<file path="src/rtl/div_pkg.sv">
// Shared constants and state encoding for the sequential significand divider.
package div_pkg;
  localparam int MW = 24;       // significand width incl. hidden bit
  localparam int QW = MW + 2;   // quotient: integer bit, fraction bits, guard
  localparam int RW = MW + 2;   // residual width; residual stays below 2B

  typedef enum logic [1:0] {
    IDLE = 2'd0,
    RUN  = 2'd1,
    DONE = 2'd2
  } state_t;
endpackage

</file>
<file path="src/rtl/mantissa_divider_seq_if.sv">
// Request/result bundle between the exponent stage, the divider and normalize/round.
interface mantissa_divider_seq_if;
  import div_pkg::*;

  // Handshake: start is taken only on an edge where busy==0; busy stays high
  // until done has been shown for one cycle; q/sticky/dbz are valid while done
  // is high and hold until the next accepted start.
  logic          start;
  logic [MW-1:0] a;
  logic [MW-1:0] b;
  logic          busy;
  logic          done;
  logic [QW-1:0] q;
  logic          sticky;
  logic          dbz;
  state_t        dbg_state;

  modport master (
    output start, a, b,
    input  busy, done, q, sticky, dbz, dbg_state
  );

  modport slave (
    input  start, a, b,
    output busy, done, q, sticky, dbz, dbg_state
  );
endinterface

</file>
<file path="src/rtl/mant_sub_26bit.sv">
// Trial difference R - B built as negate-then-add; non_neg is the inverted sign bit.
module mant_sub_26bit
  import div_pkg::*;
(
  input  logic [RW-1:0] r,
  input  logic [RW-1:0] b,
  output logic [RW-1:0] diff,
  output logic          non_neg
);
  logic [RW-1:0] b_neg;

  assign b_neg   = ~b + RW'(1);
  assign diff    = r + b_neg;
  assign non_neg = ~diff[RW-1];
endmodule

</file>
<file path="src/rtl/mantissa_divider_seq.sv">
// Restoring significand divider: one quotient bit per clock, sticky from the final residual.
module mantissa_divider_seq
  import div_pkg::*;
(
  input  logic                   clk,
  input  logic                   rst,
  mantissa_divider_seq_if.slave  bus
);
  localparam int CW = $clog2(QW);
  localparam logic [CW-1:0] CNT_LAST = CW'(QW - 1);

  state_t        state_q, state_d;
  logic [RW-1:0] r_q, r_d;
  logic [RW-1:0] b_q, b_d;
  logic [QW-1:0] q_q, q_d;
  logic [CW-1:0] cnt_q, cnt_d;
  logic          sticky_q, sticky_d;
  logic          dbz_q, dbz_d;

  logic [RW-1:0] diff;
  logic          non_neg;
  logic [RW-1:0] sel;

  mant_sub_26bit u_sub (
    .r       (r_q),
    .b       (b_q),
    .diff    (diff),
    .non_neg (non_neg)
  );

  always_comb begin
    state_d  = state_q;
    r_d      = r_q;
    b_d      = b_q;
    q_d      = q_q;
    cnt_d    = cnt_q;
    sticky_d = sticky_q;
    dbz_d    = dbz_q;
    sel      = non_neg ? diff : r_q;

    case (state_q)
      IDLE: begin
        if (bus.start) begin
          state_d  = RUN;
          r_d      = {2'b00, bus.a};
          b_d      = {2'b00, bus.b};
          dbz_d    = (bus.b == '0);
          q_d      = '0;
          sticky_d = 1'b0;
          cnt_d    = CNT_LAST;
        end
      end
      RUN: begin
        q_d   = {q_q[QW-2:0], non_neg};
        r_d   = {sel[RW-2:0], 1'b0};
        cnt_d = cnt_q - CW'(1);
        if (cnt_q == '0) begin
          state_d  = DONE;
          cnt_d    = '0;
          sticky_d = (sel != '0) && !dbz_q;
          // A zero divisor reports saturated quotient; timing is left untouched.
          if (dbz_q) q_d = '1;
        end
      end
      DONE: begin
        state_d = IDLE;
      end
      default: begin
        state_d = IDLE;
      end
    endcase
  end

  always_ff @(posedge clk) begin
    if (rst) begin
      state_q  <= IDLE;
      r_q      <= '0;
      b_q      <= '0;
      q_q      <= '0;
      cnt_q    <= '0;
      sticky_q <= 1'b0;
      dbz_q    <= 1'b0;
    end else begin
      state_q  <= state_d;
      r_q      <= r_d;
      b_q      <= b_d;
      q_q      <= q_d;
      cnt_q    <= cnt_d;
      sticky_q <= sticky_d;
      dbz_q    <= dbz_d;
    end
  end

  assign bus.busy      = (state_q != IDLE);
  assign bus.done      = (state_q == DONE);
  assign bus.q         = q_q;
  assign bus.sticky    = sticky_q;
  assign bus.dbz       = dbz_q;
  assign bus.dbg_state = state_q;
endmodule

</file>
<file path="src/flat_wrapper.sv">
// flat-port wrapper written by rule: the top's interface ports become plain ports
module mantissa_divider_seq_flat import div_pkg::*;
  (clk, rst, bus_start, bus_a, bus_b, bus_busy, bus_done, bus_q, bus_sticky, bus_dbz, bus_dbg_state);
  mantissa_divider_seq_if bus_i ();
  input  logic clk;
  input  logic rst;
  input wire logic [$bits(bus_i.start)-1:0] bus_start;
  input wire logic [$bits(bus_i.a)-1:0] bus_a;
  input wire logic [$bits(bus_i.b)-1:0] bus_b;
  output wire logic [$bits(bus_i.busy)-1:0] bus_busy;
  output wire logic [$bits(bus_i.done)-1:0] bus_done;
  output wire logic [$bits(bus_i.q)-1:0] bus_q;
  output wire logic [$bits(bus_i.sticky)-1:0] bus_sticky;
  output wire logic [$bits(bus_i.dbz)-1:0] bus_dbz;
  output wire logic [$bits(bus_i.dbg_state)-1:0] bus_dbg_state;
  assign bus_i.start = bus_start;
  assign bus_i.a = bus_a;
  assign bus_i.b = bus_b;
  assign bus_busy = bus_i.busy;
  assign bus_done = bus_i.done;
  assign bus_q = bus_i.q;
  assign bus_sticky = bus_i.sticky;
  assign bus_dbz = bus_i.dbz;
  assign bus_dbg_state = bus_i.dbg_state;
  mantissa_divider_seq u_core (.clk(clk), .rst(rst), .bus(bus_i));
endmodule
</file>
<file path="config.mk">
export PLATFORM = sky130hd
export DESIGN_NAME = mantissa_divider_seq_flat
export DESIGN_NICKNAME = d
export VERILOG_FILES = /design/src/rtl/div_pkg.sv /design/src/rtl/mantissa_divider_seq_if.sv /design/src/rtl/mant_sub_26bit.sv /design/src/rtl/mantissa_divider_seq.sv /design/src/flat_wrapper.sv
export SDC_FILE = /design/constraint.sdc
export NUM_CORES = 1
export LEC_CHECK = 0
export CAP_MARGIN = 0
export CORE_MARGIN = 5
export CORE_UTILIZATION = 40
export CTS_CLUSTER_DIAMETER = 100
export DETAILED_ROUTE_END_ITERATION = 7
export MAX_ROUTING_LAYER = met4
export SETUP_SLACK_MARGIN = 0.2
export SLEW_MARGIN = 5
export SYNTH_ARGS = -nofsm -noshare
export SYNTH_HDL_FRONTEND = slang
export SYNTH_HIERARCHICAL = 1
export SYNTH_SLANG_ARGS = --single-unit
</file>
<file path="constraint.sdc">
create_clock -name clk -period 4.05 [get_ports clk]
set_input_delay 0.6075 -clock clk [delete_from_list [all_inputs] [get_ports clk]]
set_output_delay 0.6075 -clock clk [all_outputs]
set_load 0.005 [all_outputs]
</file>
-- After elaboration in Yosys (flattened, before gate mapping)
Index checks and enable logic that the tools add are counted.
- latch bits: 0
- memories: 0
- bits in registers: 85
- bits in read-only memories: 0
- bits in writable memories: 0
- input port bits: 51
- add/subtract/negate cells: 3
- multiplexer cells: 16
- $mul: 0
- div/mod/pow operators: 0
- bitwise gates (word level): 2
- $lt $le $gt $ge: 0
- equality and inequality tests: 4
- reduce and logical (&&, ||, !) cells: 12
- shifts and indexed selects: 0
- operators by type and width (operator ; count):
    $mux W26 ; 5
    $pmux W26 S2 ; 2
    $add A26 B1 Y26 const B ; 1
    $add A26 B26 Y26 ; 1
    $not A24 Y26 ; 1
    $reduce_bool A26 Y1 ; 1
    $logic_not A24 Y1 ; 1
    $mux W5 ; 2
    $pmux W5 S2 ; 1
    $reduce_and A2 Y1 ; 3
    $logic_not A5 Y1 ; 1
    $sub A5 B1 Y5 const B ; 1
    $mux W2 ; 2
    $pmux W2 S2 ; 1
    $reduce_bool A2 Y1 ; 2
    $reduce_and A3 Y1 ; 1
    $eq A2 B1 Y1 const B ; 1
    $eq A2 B2 Y1 const B ; 1
    $logic_not A2 Y1 ; 1
    $mux W1 ; 2
    $ne A2 B1 Y1 const B ; 1
    $ne A2 B2 Y1 const B ; 1
    $pmux W1 S2 ; 1
    $logic_and A1 B1 Y1 ; 1
    other kinds (2) ; 2

-- Logic depth before layout (Yosys ltp)
- depth in word-level cells: 8
- depth in mapped cells: 15

-- By module
The synthesis kept the hierarchy.
- modules (own cells, without submodules) (module ; seq. area each (sq um) ; times used ; area each (sq um) ; cells each):
    mantissa_divider_seq ; 1701.6 ; 1 ; 3623.5 ; 448
    mant_sub_26bit ; 0.0 ; 1 ; 1555.2 ; 213

-- Worst setup path after synthesis
OpenSTA, ideal clock, no wires.
- kind: register to register
- start point: register u_core.b_q[1]
- end point: register u_core.r_q[21]
- data required time: 3922 ps
- buffers on the path: 2
- setup time: 128 ps
- arrival time: 3058 ps
- period minus slack after synthesis: 3185 ps
- stages on the path, launching flop included: 15
- path slack: 865 ps
- cells stage by stage: dfxtp_1 inv_1 ha_1 nor2b_1 o2111ai_1 and2_4 o311a_4 o41ai_4 xor2_1 buf_2 buf_1 mux2i_1 nor2_1 a221oi_1 nor2_1
- cells in the longest elaborated chain, start to end: 5
- ends and longest elaborated chain (item ; RTL line ; text):
    from (decl) ; mantissa_divider_seq.sv:14 ; logic [RW-1:0] b_q, b_d;
    from (signal assigned) ; mantissa_divider_seq.sv:78 ; b_q <= '0;
    from (signal assigned) ; mantissa_divider_seq.sv:86 ; b_q <= b_d;
    $not A24 Y26 ; mant_sub_26bit.sv:12 ; assign b_neg = ~b + RW'(1);
    $add A26 B1 Y26 ; mant_sub_26bit.sv:12 ;
    $add A26 B26 Y26 ; mant_sub_26bit.sv:13 ; assign diff = r + b_neg;
    $mux W26 ; mantissa_divider_seq.sv:39 ; sel = non_neg ? diff : r_q;
    $pmux W26 S2 ; mantissa_divider_seq.sv:41 ; case (state_q)
    to (signal assigned) ; mantissa_divider_seq.sv:85 ; r_q <= r_d;
    to (decl) ; mantissa_divider_seq.sv:13 ; logic [RW-1:0] r_q, r_d;
No other way between the ends.
A chain may end at the register's enable or synchronous reset.

-- Final worst setup path
- start point: register u_core.r_q[0]
- end point: register u_core.sticky_q (netlist: u_core/bus.sticky)
- cells in the longest elaborated chain, start to end: 6
- ends and longest elaborated chain (item ; RTL line ; text):
    $add A26 B26 Y26 ; mant_sub_26bit.sv:13 ;
    net u_core.diff[18] ; mantissa_divider_seq.sv:20 ; logic [RW-1:0] diff;
    $mux W26 ; mantissa_divider_seq.sv:39 ;
    $reduce_bool A26 Y1 ; mantissa_divider_seq.sv:60 ; sticky_d = (sel != '0) && !dbz_q;
    $logic_and A1 B1 Y1 ; mantissa_divider_seq.sv:60 ;
    $mux W1 ; mantissa_divider_seq.sv:57 ; if (cnt_q == '0) begin
    $pmux W1 S2 ; mantissa_divider_seq.sv:41 ;
    to (signal assigned) ; mantissa_divider_seq.sv:89 ; sticky_q <= sticky_d;
    to (decl) ; mantissa_divider_seq.sv:17 ; logic sticky_q, sticky_d;
The timed path passes the listed nets, and every way through them passes these cells. The select of a mux whose other input is x is not followed.

==> impl_metrics.ini <==
[critical_path]
cp.arrival_ns = 3.72
r2r_cells = 13
crit_path_max_fanout = 4
cp.required_ns = 4.27
startpoint_type = flop
endpoint_kind = flop
worstSetupPathType = reg -> reg

[place]
placed_cells = 881
port_buffers = 82
dp_hpwl_um = 11800
gp_congestion = 0.943

[detailed_routing]
firstDrtPassIters = 5
route.detailed.drc = 0
wl_per_cell_um = 17.8
routed_wl_um = 16000
viasPerCell = 5.55
ant_nets = 0
dr.first_iter.drc_count = 235
vias = 4989
met3WireLength_um = 958
wl_met1_um = 7360
maxUsedRoutingLayer = met4
routed-wl-met2_um = 7560

[sta]
slew_viol_final = 0
finalSetupViolCount = 0
tns_ns = 0
fin_crit_sh_pct = 86.5
tightest_slew_ns = 0.893
hold_viol = 0
skew_ns = 0.00937
finalCriticalPeriod_ns = 3.50
timing.fmax_ghz = 0.285
rsz0062_at_grt = no
slew_headroom_pct = 40.5

[die]
dieWidth_um = 124
die_y_um = 124
rows = 41
die_area_um2 = 15300
core-area_um2 = 12700
io_pins = 83
initial_core_util_pct = 40.9

[synthesis]
yosysWarnings = 6
yosysTopAreaCellShare_pct = 32.9
syn_area_per_cell_um2 = 7.83
ys_types = 58
synth_top_flop_cell = dfxtp_1
synth_edf_count = 0
synth-async-reset-ratio_pct = 0
ys_seq_area_share_pct = 32.9
synth_area_leaders = dfxtp_1 33%, a21oi_1 7.2%, nor2_1 6.7%, ha_1 6.3%, nand2_1 5.1%
postSynthCellCount = 661
netlist_area_um2 = 5180
yosysTopAreaCell = dfxtp_1
ys_ff_latch = 85

[clock_tree]
cts_buffer_depth = 2
numCtsBuffers = 9
cts_tree = built
cts_resized = 0
cts_max_level = 3
cts_sinks = 85
root_buffer = clkbuf_16
clkLatencyLatePin_ns = 0.34
path_clk_slew_ns = 0.06

[outcome]
status = complete, no violations

[cells_and_area]
antenna-diode-count = 0
area_delta_synth_final_pct = 22.5
fillers = 1300
drive_above_1_share_pct = 5.64
nets = 800
fin_cells = 899

[min_path]
hold_depth = 2
worst_hold_path_type = reg -> reg

[global_route]
grtUsageTotal_pct = 22.1
grt_overflow = 0
grt_pass1_vias = 4958
antenna_found_initial = 0
grt_max_degree = 55
grt_pass1_wl_um = 25600

[power_and_ir_drop]
p_leak_nw = 2.54
powerDensity_nw_per_um2 = 605
peakVddDrop_uv = 345

[job]
drv_cap = 0
==> worst max-delay path, stage by stage, from the launching register on <==
cell and delay [ns]:
dfxtp_1 0.33, inv_1 0.06, ha_1 0.15, inv_1 0.06, fa_1 0.40, a21o_1 0.22, a31o_2 0.29, a211oi_2 0.40
o31ai_1 0.19, a311o_1 0.39, xor2_1 0.17, nor4_1 0.44, a22o_1 0.20, a31oi_1 0.09
==> path summary, 6_finish.rpt <==
path,startpoint,slack [ns],end
worst min-delay path,u_core/b_q[9],0.46,u_core/b_q[9]
worst max register to register,u_core/r_q[0],0.55,u_core/bus.sticky
worst min register to register,u_core/b_q[9],0.46,u_core/b_q[9]
worst max-delay path,u_core/r_q[0],0.55,u_core/bus.sticky
==> per-layer routing <==
layer	track usage, %	up-vias
met2	35.4	124
met1	28.6	2392
li1	-	2461
met4	4.84	0
met3	4.90	12
met5	-	-
==> final cells by class <==
cell class              count  area [µm²]  area share [%]
inverters                  34         128            2.01
flip-flops and latches     85        1700            26.8
multi-input cells         497        3110            49.0
well taps                 172         215            3.39
repair buffers             95         913            14.4
clock inverters             5        42.5           0.670
clock buffers              11         233            3.67
==> placed cells by master (no fill, tap or decap), drive strengths merged, types with 14 or more instances in the layout <==
cell and n:
buf 14, a21oi 75, dfxtp 85, a221oi 25, mux2i 26, nand2 70, nor3 33, ha 26
nor4 14, clkdlybuf4s50 81, inv 36, nor2 92
==> cell usage after synthesis (2+ instances only) <==
| library cell | count |
|---|---|
| or4_1 | 3 |
| o31ai_1 | 5 |
| a21oi_1 | 75 |
| xor2_1 | 13 |
| clkbuf_1 | 28 |
| nand3_1 | 8 |
| a22oi_1 | 3 |
| mux2i_1 | 26 |
| buf_6 | 3 |
| nand2_1 | 70 |
| a31oi_1 | 9 |
| a221oi_1 | 25 |
| or2_2 | 2 |
| nand4_1 | 9 |
| o21bai_1 | 5 |
| nor2b_1 | 4 |
| o21ai_0 | 12 |
| o21a_1 | 5 |
| a21o_1 | 11 |
| a211oi_1 | 2 |
| and4_1 | 3 |
| nor2_1 | 92 |
| buf_2 | 6 |
| xnor2_1 | 13 |
| ha_1 | 26 |
| and3_1 | 5 |
| nor3_1 | 33 |
| inv_1 | 34 |
| nor4_1 | 14 |
| dfxtp_1 | 85 |
| buf_4 | 5 |
==> kinds of logic after synthesis <==
logic type,count (synthesis),synth area share [%]
XOR/XNOR,26,4.40
AND/OR/NAND/NOR,251,22.2
multiplexers,26,5.03
flip-flops,85,32.9
other,1,0.0724
adder cells (fa/ha/maj),27,6.67
AO/OA/AOI/OAI,165,21.2
buffers and inverters,80,7.61
==> per-stage QoR <==
stage / util, % / area (µm²) / worst slack [ns] / hold slack, ns / power [mW]
2_1_floorplan: - / 5180 / 0.865 / 0.436 / 2.51
5_1_grt: 50.1 / 6340 / 0.346 / 0.477 / 4.10
3_5_place_dp: 47.8 / 6050 / 0.383 / 0.450 / 3.02
3_3_place_gp: 47.8 / 6050 / 0.493 / 0.447 / 3.03
4_1_cts: 50.0 / 6330 / 0.352 / 0.459 / 3.83
6_report: 50.1 / 6340 / 0.545 / 0.456 / 3.84
==> power by group <==
group          internal [mW]  switching (mW)
Sequential             0.938           0.103
Clock                  0.423           0.359
Combinational          0.872            1.14
Total                   2.23            1.61
==> registers in the layout, indices dropped and copies added (netlist names) <==
signal and flops:
u_core/b_q 24, u_core/bus.dbg_state 2, u_core/bus.dbz 1, u_core/bus.q 26
u_core/bus.sticky 1, u_core/cnt_q 5, u_core/r_q 26
==> what timing repair did <==
action,in CTS,in global routing
endpoints found under the setup margin,0,1
hold buffers,0,0
buffers inserted,0,2
Power figures use the tool's default switching activity.
